## config.mk

```make
export PLATFORM = sky130hd
export DESIGN_NAME = stream_mux
export DESIGN_NICKNAME = d
export VERILOG_FILES = /design/src/rtl/stream_pkg.sv /design/src/rtl/stream_mux_rr_arbiter.sv /design/src/rtl/stream_mux.sv
export SDC_FILE = /design/constraint.sdc
export NUM_CORES = 1
export LEC_CHECK = 0
export ABC_CLOCK_PERIOD_IN_PS = 8100
export CAP_MARGIN = 20
export CORE_UTILIZATION = 40
export CTS_CLUSTER_DIAMETER = 40
export DETAILED_ROUTE_END_ITERATION = 8
export HOLD_SLACK_MARGIN = 0.03
export PLACE_DENSITY_LB_ADDON = 0.15
export RECOVER_POWER = 25
export REMOVE_ABC_BUFFERS = 1
export SETUP_SLACK_MARGIN = 0.5
export SYNTH_ARGS = -nofsm -noshare
export SYNTH_HDL_FRONTEND = slang
export SYNTH_SLANG_ARGS = --single-unit
```

## constraint.sdc

```tcl
create_clock -name clk -period 8.1 [get_ports clk]
set_input_delay 0.81 -clock clk [delete_from_list [all_inputs] [get_ports clk]]
set_output_delay 0.81 -clock clk [all_outputs]
set_load 0.01 [all_outputs]
```

## src/rtl/stream_pkg.sv

```systemverilog
// Shared definitions for stream_mux: lock FSM state encoding and the
// channel-index width helper.
package stream_pkg;

  typedef enum logic {
    ST_IDLE   = 1'b0,
    ST_LOCKED = 1'b1
  } state_e;

  function automatic int clog2(input int n);
    int r;
    r = 0;
    for (int i = 0; i < 31; i++) begin
      if ((1 << i) < n) r = i + 1;
    end
    return r;
  endfunction

endpackage

```

## src/rtl/stream_mux_rr_arbiter.sv

```systemverilog
// Combinational round-robin arbiter: grants the first requester found
// searching upward from ptr, wrapping modulo channels.
module rr_arbiter
  import stream_pkg::*;
#(
  parameter int  channels = 4,
  localparam int sel_w    = clog2(channels)
) (
  input  logic [channels-1:0] req,
  input  logic [sel_w-1:0]    ptr,
  output logic [channels-1:0] grant,
  output logic [sel_w-1:0]    grant_idx
);

  logic [sel_w:0]   sum  [channels];
  logic [sel_w-1:0] cand [channels];
  logic             found;

  // One extra bit keeps ptr+offset exact so non-power-of-two counts wrap correctly.
  generate
    for (genvar gi = 0; gi < channels; gi++) begin : g_cand
      assign sum[gi]  = {1'b0, ptr} + (sel_w+1)'(gi);
      assign cand[gi] = (sum[gi] >= (sel_w+1)'(channels))
                        ? sel_w'(sum[gi] - (sel_w+1)'(channels))
                        : sel_w'(sum[gi]);
    end
  endgenerate

  always_comb begin
    grant     = '0;
    grant_idx = '0;
    found     = 1'b0;
    for (int k = 0; k < channels; k++) begin
      if (!found && req[cand[k]]) begin
        found           = 1'b1;
        grant[cand[k]]  = 1'b1;
        grant_idx       = cand[k];
      end
    end
  end

endmodule

```

## src/rtl/stream_mux.sv

```systemverilog
// N-channel round-robin stream multiplexer with a registered output stage.
// Define STREAM_MUX_LOCK_EN to hold the grant for a whole packet (until in_last).
module stream_mux
  import stream_pkg::*;
#(
  parameter int  width    = 8,
  parameter int  channels = 4,
  localparam int sel_w    = clog2(channels)
) (
  input  logic                      clk,
  input  logic                      rst_n,
  input  logic [channels*width-1:0] in_data,
  input  logic [channels-1:0]       in_valid,
  input  logic [channels-1:0]       in_last,
  output logic [channels-1:0]       in_ready,
  output logic [width-1:0]          out_data,
  output logic                      out_valid,
  output logic                      out_last,
  output logic [sel_w-1:0]          out_sel,
  input  logic                      out_ready
);

  logic [width-1:0]    ch_data [channels];
  logic [channels-1:0] arb_grant, grant;
  logic [sel_w-1:0]    arb_idx, grant_idx, ptr_inc;
  logic [sel_w-1:0]    ptr_q, ptr_d;
  logic                en, xfer;
  logic [width-1:0]    out_data_q;
  logic                out_valid_q, out_last_q;
  logic [sel_w-1:0]    out_sel_q;

  generate
    for (genvar gi = 0; gi < channels; gi++) begin : g_unpack
      assign ch_data[gi] = in_data[gi*width +: width];
    end
  endgenerate

  rr_arbiter #(.channels(channels)) u_arb (
    .req       (in_valid),
    .ptr       (ptr_q),
    .grant     (arb_grant),
    .grant_idx (arb_idx)
  );

  // rst_n gates ready so nothing is offered while the block is held in reset.
  assign en       = !out_valid_q || out_ready;
  assign in_ready = (en && rst_n) ? grant : '0;
  assign xfer     = |(in_ready & in_valid);
  assign ptr_inc  = (grant_idx == sel_w'(channels - 1)) ? '0 : grant_idx + 1'b1;

`ifdef STREAM_MUX_LOCK_EN
  state_e           state_q, state_d;
  logic [sel_w-1:0] lock_q, lock_d;

  always_comb begin
    grant     = arb_grant;
    grant_idx = arb_idx;
    state_d   = state_q;
    lock_d    = lock_q;
    ptr_d     = ptr_q;
    if (state_q == ST_LOCKED) begin
      grant         = '0;
      grant[lock_q] = 1'b1;
      grant_idx     = lock_q;
    end
    if (xfer) begin
      case (state_q)
        ST_IDLE: begin
          if (in_last[grant_idx]) begin
            ptr_d = ptr_inc;
          end else begin
            state_d = ST_LOCKED;
            lock_d  = grant_idx;
          end
        end
        ST_LOCKED: begin
          if (in_last[grant_idx]) begin
            state_d = ST_IDLE;
            ptr_d   = ptr_inc;
          end
        end
        default: state_d = ST_IDLE;
      endcase
    end
  end

  always_ff @(posedge clk or negedge rst_n) begin
    if (!rst_n) begin
      state_q <= ST_IDLE;
      lock_q  <= '0;
    end else begin
      state_q <= state_d;
      lock_q  <= lock_d;
    end
  end
`else
  always_comb begin
    grant     = arb_grant;
    grant_idx = arb_idx;
    ptr_d     = xfer ? ptr_inc : ptr_q;
  end
`endif

  always_ff @(posedge clk or negedge rst_n) begin
    if (!rst_n) begin
      ptr_q       <= '0;
      out_valid_q <= 1'b0;
      out_data_q  <= '0;
      out_last_q  <= 1'b0;
      out_sel_q   <= '0;
    end else begin
      ptr_q <= ptr_d;
      if (xfer) begin
        out_valid_q <= 1'b1;
        out_data_q  <= ch_data[grant_idx];
        out_last_q  <= in_last[grant_idx];
        out_sel_q   <= grant_idx;
      end else if (out_ready) begin
        out_valid_q <= 1'b0;
      end
    end
  end

  assign out_data  = out_data_q;
  assign out_valid = out_valid_q;
  assign out_last  = out_last_q;
  assign out_sel   = out_sel_q;

endmodule

```

# Word level (Yosys, flattened, before mapping)
# Index checks and enable logic that the tools add are counted.
[totals]
elab_cells = 88
output_inout_bits = 16
input_bits = 43
reg_bits = 14
[classes]
order_cmp = 14
muxes = 40
n_eq_ne = 1
add_sub_neg = 8
bitwise_logic = 5
reduce_logical = 15
[ops]
columns = ["operator", "count"]
rows = [
  ["$mux W4", 5],
  ["$mux W2", 9],
  ["$bmux W8 S2", 1],
  ["$mux W8", 2],
  ["$lt A2 B3 Y1 const B", 5],
  ["$mux W1", 14],
  ["$ge A3 B3 Y1 const B", 4],
  ["$or A4 B4 Y4", 3],
  ["$bmux W1 S2", 5],
  ["$demux W1 S2", 4],
  ["$ge A2 B1 Y1 const B", 4],
  ["$logic_and A1 B1 Y1", 8],
  ["$sub A2 B1 Y2 const B", 4],
  ["$add A2 B2 Y3 const B", 2],
  ["$and A4 B4 Y4", 1],
  ["$logic_not A1 Y1", 4],
  ["$reduce_or A4 Y1", 1],
  ["$add A2 B1 Y3 const B", 1],
  ["$ge A2 B3 Y1 const B", 1],
  ["$not A2 Y3", 1],
  ["$add A2 B1 Y2 const B", 1],
  ["$eq A2 B2 Y1 const B", 1],
  ["$reduce_bool A2 Y1", 1],
  ["$logic_or A1 B1 Y1", 1],
]

# Logic depth before layout (Yosys ltp)
# Gate-level depths: netlist (run 1).
[logic_depth]
depth_word = 18
depth_mapped = 11
mapped_depth_nobuf = 8

# Hierarchy
# A second synthesis (run 1) with hierarchy kept.
[hier_totals]
cells_unflattened = 96
hier_area_um2 = 1238.7
[modules_own_cells]
columns = ["module", "seq_area_each_um2", "n_inst", "cells_per_inst", "area_per_inst_um2"]
rows = [
  ["stream_mux", 350.3, 1, 50, 819.5],
  ["rr_arbiter", 0.0, 1, 46, 419.2],
]

# Worst setup path after synthesis (run 1)
# Ideal clock, no wire load.
[synth_path]
path_kind = "register to output"
from = "reg with a tool-made name"
to = "out in_ready[3]"
path_buffers = 1
stages_incl_launch_ff = 9
t_arrival_ps = 2345
required_time_ps = 7290
setup_slack_ps = 4945
cell_sequence = "dfrtp_1 buf_6 inv_1 ha_1 or3b_2 a2111oi_0 or2_2 a22oi_1 a21oi_1"
[synth_rtl]
columns = ["item", "line_no", "rtl"]
rows = [
  ["to (decl)", "stream_mux.sv:15", "output logic [channels-1:0] in_ready,"],
]

==> qor.yml, run 1 <==
run_status:
  status: "finished, final reports clean"
final_layout:
  final_cell_mix: "clkdlybuf4s50_1 (57), mux2i_1 (28), dfrtp_1 (14)"
  area_growth_pct: 43.41
  instances_no_fill: 257
  finalNetCount: 260
  final_common_cell: "clkdlybuf4s50_1"
  drive_above_1_share_pct: 14.35
  fin_util_pct: 60.52
  n_antenna_cell: 0
worst_hold_path:
  hold_depth: 2
  hp-class: "flop to flop"
  hp-start: "out_valid$_DFFE_PN0P_"
  worst_hold_path.endpoint: "out_valid$_DFFE_PN0P_"
timing:
  worstMarginPinSlew_ns: 0.6974
  timing.fmax_mhz: 219.4
  setup_violations: 0
  finalHoldViolations: 0
  fin_setup_tns_ns: 0
  min_period_ns: 4.559
  rsz0062_at_grt: "no"
  fin_skew_ns: 0.003079
  finalCritPeriodShare_pct: 56.28
  slew_violations: 0
  timing.slew.headroom_pct: 53.36
clock_network:
  insertion_delay_ns: 0.24
  htree_levels: 1
  post-cts-setup-buffers: 0
  numCtsBuffers: 3
  cts_resized: 0
  cts_tree: "built"
  ctsHoldBuffers: 0
  cts_sinks: 14
  clockRootBuffer: "clkbuf_8"
  clockBufferDepth: 2
  clk_pin_slew_ns: 0.06
yosys:
  synth_edf_count: 0
  ys_types: 45
  ys_warn_count: 0
  synth-adder-area-share_pct: 5.627
  yosys.area_share.simple_pct: 12.94
  syn_inst: 156
  synth_area_per_cell_um2: 9.978
  synth_mux_area_share_pct: 33.92
  seq_area_frac_synth_pct: 22.51
  ys_ff_latch: 14
  synth_top_family_by_area: "multiplexers"
  ys.flop_type: "dfrtp_1"
  synth_compound_area_share_pct: 19.29
  synth_xor_area_share_pct: 0.5627
  async_flop_share_pct: 100.0
  syn-cell-area_mm2: 0.001556
drt:
  route.detailed.drc: 0
  post_drt_wl_per_cell_um: 15.04
  ant_nets: 0
  drt_pass1_iterations: 4
  drt_wl_total_mm: 3.864
  num_vias: 1453
  drt_iter0_drc: 108
  avgViaCountPerCell: 5.654
placement:
  finalWeightedCongestion: 0.8797
  port_buffers: 58
  hpwl_mm: 2.941
  dp_cells: 252
pwr:
  vdd.ir_drop.worst_mv: 0.1703
  p_per_area_mw_per_mm2: 378.5
  p_leak_uw: 0.0009409
global_route:
  antenna_found_initial: 0
  track_usage_pct: 19.09
  grt_first_pass_wirelength_mm: 6.216
  grt_pass1_vias: 1391
  grt_max_degree: 21
  overflow: 0
floorplanning:
  ios: 59
  start_util_pct: 42.20
  dieArea_mm2: 0.004145
  fp.dieH_um: 64.38
  die_w_um: 64.38
  num_rows: 22
  core_area_mm2: 0.003689
setup_path:
  critPathRequiredTime_ns: 7.29
  cp_max_fo: 19
  reg2reg_slack_ns: 4.31
  critPathCaptureType: "primary output"
  start_kind: "flop"
  rr_endpoint: "out_data[7]$_DFFE_PN0P_"
  reg2reg_depth: 8
  path_class: "flop to primary output"
  cp.arrival_ns: 3.75
run:
  maxCapViolations: 0
## cell type report
type / instances / area, um2
repair buffers: 60 / 615.6
flip-flops and latches: 14 / 350.3
inverters: 5 / 18.77
clock buffers: 4 / 55.05
fillers: 338 / 1456
well taps: 48 / 60.06
multi-input cells: 126 / 1132
## cells in the mapped netlist, types with 3 or more instances
cell type,n,area share (%)
mux4_2,3,4.3
nor3_1,4,1.3
a22o_1,4,2.3
a21oi_1,6,1.9
o21ai_0,3,0.96
clkbuf_1,5,1.2
ha_1,7,5.6
mux2i_1,28,18
inv_1,5,1.2
buf_2,4,1.3
nand2_1,7,1.7
nor2b_1,4,1.6
nor2_1,5,1.2
dfrtp_1,14,23
a22oi_1,7,3.4
a31oi_1,3,1.2
nand2b_1,3,1.2
mux2_4,9,8.7
mux2_2,4,2.9
## where the power goes
part	total, uW	leakage, uW	internal (uW)	switching (uW)
Sequential	148	0.000165	107	40.4
Clock	67.6	0.0000288	43.0	24.5
Combinational	629	0.000747	347	282
## logic make-up after synthesis
family,Yosys count
AND/OR/NAND/NOR,35
adder cells (fa/ha/maj),7
XOR/XNOR,1
AO/OA/AOI/OAI,39
buffers and inverters,16
flip-flops,14
multiplexers,44
## worst max-delay path: stages, from the launching register on
cell             delay, ns
dfrtp_1               0.72
inv_1                 0.27
ha_1                  0.53
or3b_2                0.51
a2111oi_0             0.45
or2_2                 0.24
a22oi_1               0.08
a21oi_1               0.15
clkdlybuf4s50_1       0.55
## worst max path at each step
stage | end | slack [ns] | depth (start not counted) | from
after floorplan | out_data[0]$_DFFE_PN0P_ | 4.45 | 8 | flop
after global placement | in_ready[3] | 3.79 | 7 | in_valid[2]
after detailed placement | in_ready[3] | 3.77 | 7 | in_valid[2]
after CTS | in_ready[3] | 3.54 | 8 | flop
after global routing | in_ready[3] | 3.15 | 8 | flop
final | in_ready[3] | 3.54 | 8 | flop
## stage by stage
step	hold WS [ns]	total power (uW)	setup slack, ns	cell area (um2)
2_1_floorplan	0.5144	569.0	4.452	1495
6_report	0.5135	844.8	3.541	2232
3_5_place_dp	0.4930	758.5	3.775	2150
3_3_place_gp	0.4916	743.1	3.789	2150
4_1_cts	0.5227	829.6	3.538	2205
5_1_grt	0.5365	906.9	3.154	2232
## state kept, by name (all words and copies together) (netlist names), named ones only
register   flops
out_data       8
out_sel        2
out_last       1
out_valid      1
ptr_q          1
## metal layers
| layer | track usage (%) | vias to the layer above | wire length [um] |
|---|---|---|---|
| li1 | - | 703 | - |
| met1 | 23.93 | 689 | 1627 |
| met2 | 31.97 | 56 | 1973 |
| met3 | 4.107 | 5 | 220 |
| met4 | 6.667 | 0 | 42 |
| met5 | 0 | - | 0 |
No activity file was read; power rests on OpenSTA's default activity.
==> run 2: changes to the inputs <==
- ABC_CLOCK_PERIOD_IN_PS: 8100 -> 4800
- clock period: 8.1 -> 4.8 ns (I/O delays scaled with it)
==> qor.yml, run 2 (synthesis results as in run 1) <==
run_status:
  status: "finished, final reports clean"  # unchanged
drt:
  post_drt_wl_per_cell_um: 15.06  # was 15.04 um
  drt_iter0_drc: 76  # was 108
  avgViaCountPerCell: 5.767  # was 5.654
  ant_nets: 0  # unchanged
  drt_pass1_iterations: 4  # unchanged
  drt_wl_total_mm: 3.871  # was 3.864 mm
  num_vias: 1482  # was 1453
  route.detailed.drc: 0  # unchanged
timing:
  fin_skew_ns: 0.002578  # was 0.003079 ns
  slew_violations: 0  # unchanged
  min_period_ns: 4.020
  finalHoldViolations: 0  # unchanged
  rsz0062_at_grt: "no"  # unchanged
  timing.slew.headroom_pct: 51.40  # was 53.36%
  setup_violations: 0  # unchanged
  setup_slack_ns: 0.7799  # was 3.541 ns
  fin_setup_tns_ns: 0  # unchanged
  hold_slack_ns: 0.5166  # was 0.5135 ns
  finalCritPeriodShare_pct: 83.75
  timing.fmax_mhz: 248.8
  worstMarginPinSlew_ns: 0.7267  # was 0.6974 ns
setup_path:
  crit_path_cell_trace: "inv_1 -> ha_1 -> or3b_2 -> a2111oi_0 -> or2_2 -> a22oi_1 -> a21oi_1 -> clkdlybuf4s50_1"  # unchanged
  path_class: "flop to primary output"  # unchanged
  start_kind: "flop"  # unchanged
  critPathCaptureType: "primary output"  # unchanged
  critPathRequiredTime_ns: 4.32  # was 7.29 ns
  cp.arrival_ns: 3.54  # was 3.75 ns
  cp_max_fo: 19  # unchanged
  cp_slowest_cell: "dfrtp_2"  # was dfrtp_1
  max_stage_delay_ns: 0.56  # was 0.72 ns
final_layout:
  fin_util_pct: 60.01  # was 60.52%
  final_cell_mix: "clkdlybuf4s50_1 (57), mux2i_1 (28), dfrtp_1 (13)"  # was clkdlybuf4s50_1 (57), mux2i_1 (28), dfrtp_1 (14)
  finalNetCount: 260  # unchanged
  final_common_cell: "clkdlybuf4s50_1"  # unchanged
  drive_above_1_share_pct: 14.83  # was 14.35%
  area_growth_pct: 42.20  # was 43.41%
  fillCellCount: 344  # was 338
  largest_register_ffs: 8  # unchanged
  n_antenna_cell: 0  # unchanged
placement:
  finalWeightedCongestion: 0.9284  # was 0.8797
  port_buffers: 58  # unchanged
  pre_cts_slack_ns: 0.8470  # was 3.775 ns
  hpwl_mm: 2.982  # was 2.941 mm
clock_network:
  post-cts-setup-buffers: 0  # unchanged
  clk_pin_slew_ns: 0.06  # about the same
  clockRootBuffer: "clkbuf_8"  # unchanged
  insertion_delay_ns: 0.25  # was 0.24 ns
  cts_resized: 0  # unchanged
  ctsHoldBuffers: 0  # unchanged
  clockBufferDepth: 2  # unchanged
  cts_tree: "built"  # unchanged
  numCtsBuffers: 3  # unchanged
  htree_levels: 1  # unchanged
  cts_sinks: 14  # unchanged
worst_hold_path:
  hp-class: "flop to flop"  # unchanged
run:
  maxCapViolations: 0  # unchanged
pwr:
  p_leak_uw: 0.0009322  # was 0.0009409 uW
  finalPower_uw: 1399  # was 844.8 uW
  p_per_area_mw_per_mm2: 631.9  # was 378.5 mW/mm2
  vdd.ir_drop.worst_mv: 0.2793  # was 0.1703 mV
global_route:
  grt_first_pass_wirelength_mm: 6.182  # was 6.216 mm
  overflow: 0  # unchanged
  grt_max_degree: 21  # unchanged
  antenna_found_initial: 0  # unchanged
  grt_pass1_vias: 1416  # was 1391
  track_usage_pct: 18.96  # was 19.09%
floorplanning:
  start_util_pct: 42.20  # unchanged
  fp.dieH_um: 64.38  # unchanged
  dieArea_mm2: 0.004145  # unchanged
  die_w_um: 64.38  # unchanged
  core_area_mm2: 0.003689  # unchanged
  ios: 59  # unchanged
  num_rows: 22  # unchanged
[run 2: cell counts in the layout (fill, tap and decap cells not counted)]
No cell type changed its count.
[run 2: cell type report]
| cell class | instances | area (um2) | area share (%) |
|---|---|---|---|
| well taps | 48 | 60.06 | 2.713 |
| flip-flops and latches | 14 | 351.6 | 15.88 |
| multi-input cells | 126 | 1132 | 51.16 |
| clock buffers | 4 | 55.05 | 2.487 |
| repair buffers | 60 | 595.6 | 26.91 |
| inverters | 5 | 18.77 | 0.8479 |
[run 2: stage by stage]
step                instances  area [um2]
floorplan                 145        1495
global placement          253        2157
detailed placement        253        2157
CTS                       257        2212
global route              257        2213
finish                    257        2213
[run 2: worst paths after layout]
path                                              end                  start  cells past startpoint  slack [ns]
setup / recovery                          in_ready[3]                   flop                      8        0.78
hold reg to reg                 out_valid$_DFFE_PN0P_  out_valid$_DFFE_PN0P_                      2        0.52
hold / removal                  out_valid$_DFFE_PN0P_  out_valid$_DFFE_PN0P_                      2        0.52
max in group asynchronous  asynchronous set/reset pin                  rst_n                      1        3.56
setup reg to reg               out_sel[0]$_DFFE_PN0P_                   flop                      8        1.28
min in group asynchronous     out_data[5]$_DFFE_PN0P_                  rst_n                      1        0.73
[run 2: routing by layer]
metal	wire length [um]	part of all wire [%]	global-route usage [%]
met2	2042	53	34.74
met1	1606	41	21.81
met3	182	4.7	4.107
met4	40	1.0	5.278
met5	0	0	0
[run 2: power by group]
part           internal [uW]  leakage [uW]  switching [uW]
combinational            563      0.000739             470
clock                   72.7     0.0000288            43.0
sequential               182      0.000165            66.9
total                    819      0.000932             580
[run 2: worst max-delay path: cells and delay by family (launching register included)]
family,cells,cell delay (ns)
AO/OA/AOI/OAI,3,0.70
adder cells (fa/ha/maj),1,0.51
buffers and inverters,2,0.76
flip-flops,1,0.56
AND/OR/NAND/NOR,2,0.76
==> run 3: changes to the inputs <==
- ABC_CLOCK_PERIOD_IN_PS: 4800 -> 3300
- clock period: 4.8 -> 3.3 ns (I/O delays scaled with it)
==> qor.yml, run 3 (synthesis results as in run 1) <==
run_status:
  status: "finished, final reports clean"  # unchanged
global_route:
  grt_first_pass_wirelength_mm: 6.872  # was 6.182 mm
  overflow: 0  # unchanged
  grt_pass1_vias: 1460  # was 1416
  track_usage_pct: 21.21  # was 18.96%
  grt_max_degree: 21  # unchanged
  antenna_found_initial: 0  # unchanged
pwr:
  finalPower_uw: 2354  # was 1399 uW
  vdd.ir_drop.worst_mv: 0.4903  # was 0.2793 mV
  p_leak_uw: 0.001061  # was 0.0009322 uW
  p_per_area_mw_per_mm2: 957.6  # was 631.9 mW/mm2
final_layout:
  finalNetCount: 281  # was 260
  area_growth_pct: 57.96  # was 42.20%
  final_common_cell: "clkdlybuf4s50_1"  # unchanged
  drive_above_1_share_pct: 26.52  # was 14.83%
  fillCellCount: 319  # was 344
  instances_no_fill: 278  # was 257
  n_antenna_cell: 0  # unchanged
  final_cell_mix: "clkdlybuf4s50_1 (51), mux2i_1 (27), buf_4 (18)"  # was clkdlybuf4s50_1 (57), mux2i_1 (28), dfrtp_1 (13)
  largest_register_ffs: 8  # unchanged
clock_network:
  htree_levels: 1  # unchanged
  insertion_delay_ns: 0.25  # about the same
  clk_pin_slew_ns: 0.06  # about the same
  cts_sinks: 14  # unchanged
  clockRootBuffer: "clkbuf_8"  # unchanged
  ctsHoldBuffers: 0  # unchanged
  clockBufferDepth: 2  # unchanged
  numCtsBuffers: 3  # unchanged
  cts_tree: "built"  # unchanged
worst_hold_path:
  hp-class: "flop to flop"  # unchanged
  hp-start: "out_data[7]$_DFFE_PN0P_"  # was out_valid$_DFFE_PN0P_
drt:
  drt_iter0_drc: 76  # unchanged
  drt_wl_total_mm: 4.529  # was 3.871 mm
  ant_nets: 0  # unchanged
  met3WireLength_um: 171  # was 182 um
  avgViaCountPerCell: 5.723  # was 5.767
  met2_length_mm: 2.414  # was 2.042 mm
  route.detailed.drc: 0  # unchanged
  post_drt_wl_per_cell_um: 16.29  # was 15.06 um
  num_vias: 1591  # was 1482
  highest_layer: "met4"  # unchanged
  drt_pass1_iterations: 4  # unchanged
  wl_met1_mm: 1.855  # was 1.606 mm
setup_path:
  cp_max_fo: 13  # was 19
  critPathRequiredTime_ns: 2.97  # was 4.32 ns
  max_stage_delay_ns: 0.49  # was 0.56 ns
  reg2reg_slack_ns: 0.61  # was 1.28 ns
  cp_slowest_cell: "mux4_2"  # was dfrtp_2
  cp-startpoint: "in_valid[2]"
  cp.arrival_ns: 2.42  # was 3.54 ns
  cp_top_family: "buffers and inverters"  # unchanged
  critPathCaptureType: "primary output"  # unchanged
  critPathBufInv: 3  # was 2
  path_class: "primary input to primary output"  # was flop to primary output
  start_kind: "primary input"  # was flop
  crit_path_cell_trace: "clkdlybuf4s50_1 -> buf_6 -> mux4_2 -> and2b_2 -> a22o_1 -> a221oi_2 -> nor2_1 -> dlygate4sd2_1"  # was inv_1 -> ha_1 -> or3b_2 -> a2111oi_0 -> or2_2 -> a22oi_1 -> a21oi_1 -> clkdlybuf4s50_1
floorplanning:
  ios: 59  # unchanged
  core_area_mm2: 0.003689  # unchanged
  die_w_um: 64.38  # unchanged
  fp.dieH_um: 64.38  # unchanged
  dieArea_mm2: 0.004145  # unchanged
  num_rows: 22  # unchanged
  start_util_pct: 42.20  # unchanged
placement:
  hpwl_mm: 3.179  # was 2.982 mm
  finalWeightedCongestion: 0.8458  # was 0.9284
  dp_cells: 263  # was 253
  port_buffers: 58  # unchanged
timing:
  worstMarginPinSlew_ns: 0.8240  # was 0.7267 ns
  timing.fmax_mhz: 364.2
  min_period_ns: 2.746
  timing.slew.headroom_pct: 45.06  # was 51.40%
  fin_skew_ns: 0.001488  # was 0.002578 ns
  slew_violations: 0  # unchanged
  rsz0062_at_grt: "no"  # unchanged
  finalHoldViolations: 0  # unchanged
  setup_violations: 0  # unchanged
  finalCritPeriodShare_pct: 83.21
run:
  maxCapViolations: 0  # unchanged
==> run 3: final timing paths <==
path / to / depth (start not counted)
hold / removal: out_data[7]$_DFFE_PN0P_ / 1
min in group asynchronous: out_data[5]$_DFFE_PN0P_ / 2
setup / recovery: in_ready[0] / 8
max in group asynchronous: out_data[7]$_DFFE_PN0P_ / 2
hold reg to reg: out_data[7]$_DFFE_PN0P_ / 1
setup reg to reg: out_data[2]$_DFFE_PN0P_ / 7
==> run 3: power breakdown <==
group	switching (uW)	internal [uW]	leakage [uW]
combinational	865	1000	0.000867
sequential	51.2	264	0.000165
clock	65.9	106	0.0000288
==> run 3: timing repair <==
action / CTS / global route
cloned: 1 / 0
gates resized for setup: 13 / 18
endpoints found under the hold margin: 0 / 0
pin swaps: 2 / 4
buffers inserted: 1 / 9
endpoints found under the setup margin: 15 / 15
==> run 3: cell type report <==
| cell class | count | area, um2 | area share [%] |
|---|---|---|---|
| clock buffer | 4 | 55.05 | 2.239 |
| sequential | 14 | 350.3 | 14.25 |
| tap | 48 | 60.06 | 2.443 |
| timing repair buffer | 80 | 738.2 | 30.03 |
| inverter | 5 | 18.77 | 0.7634 |
| multi-input combinational | 127 | 1236 | 50.28 |
==> run 3: metal layers <==
metal / global-route usage [%] / vias to the layer above
met3: 2.500 / 10
met2: 38.03 / 52
met4: 5.556 / 0
li1: - / 751
met5: 0 / -
met1: 26.50 / 778
==> run 3: stage by stage <==
step	hold WS, ns	util, %	TNS (ns)	setup slack, ns	instance area, um2
after floorplan	0.03441	-	-3.442	-0.3479	1495
after global placement	0.4933	60.52	0	0.2213	2232
after detailed placement	0.4947	60.52	0	0.2041	2232
after CTS	0.3976	63.26	0	0.4270	2333
after global routing	0.5291	66.66	0	0.4865	2459
final	0.5131	66.66	0	0.5541	2459
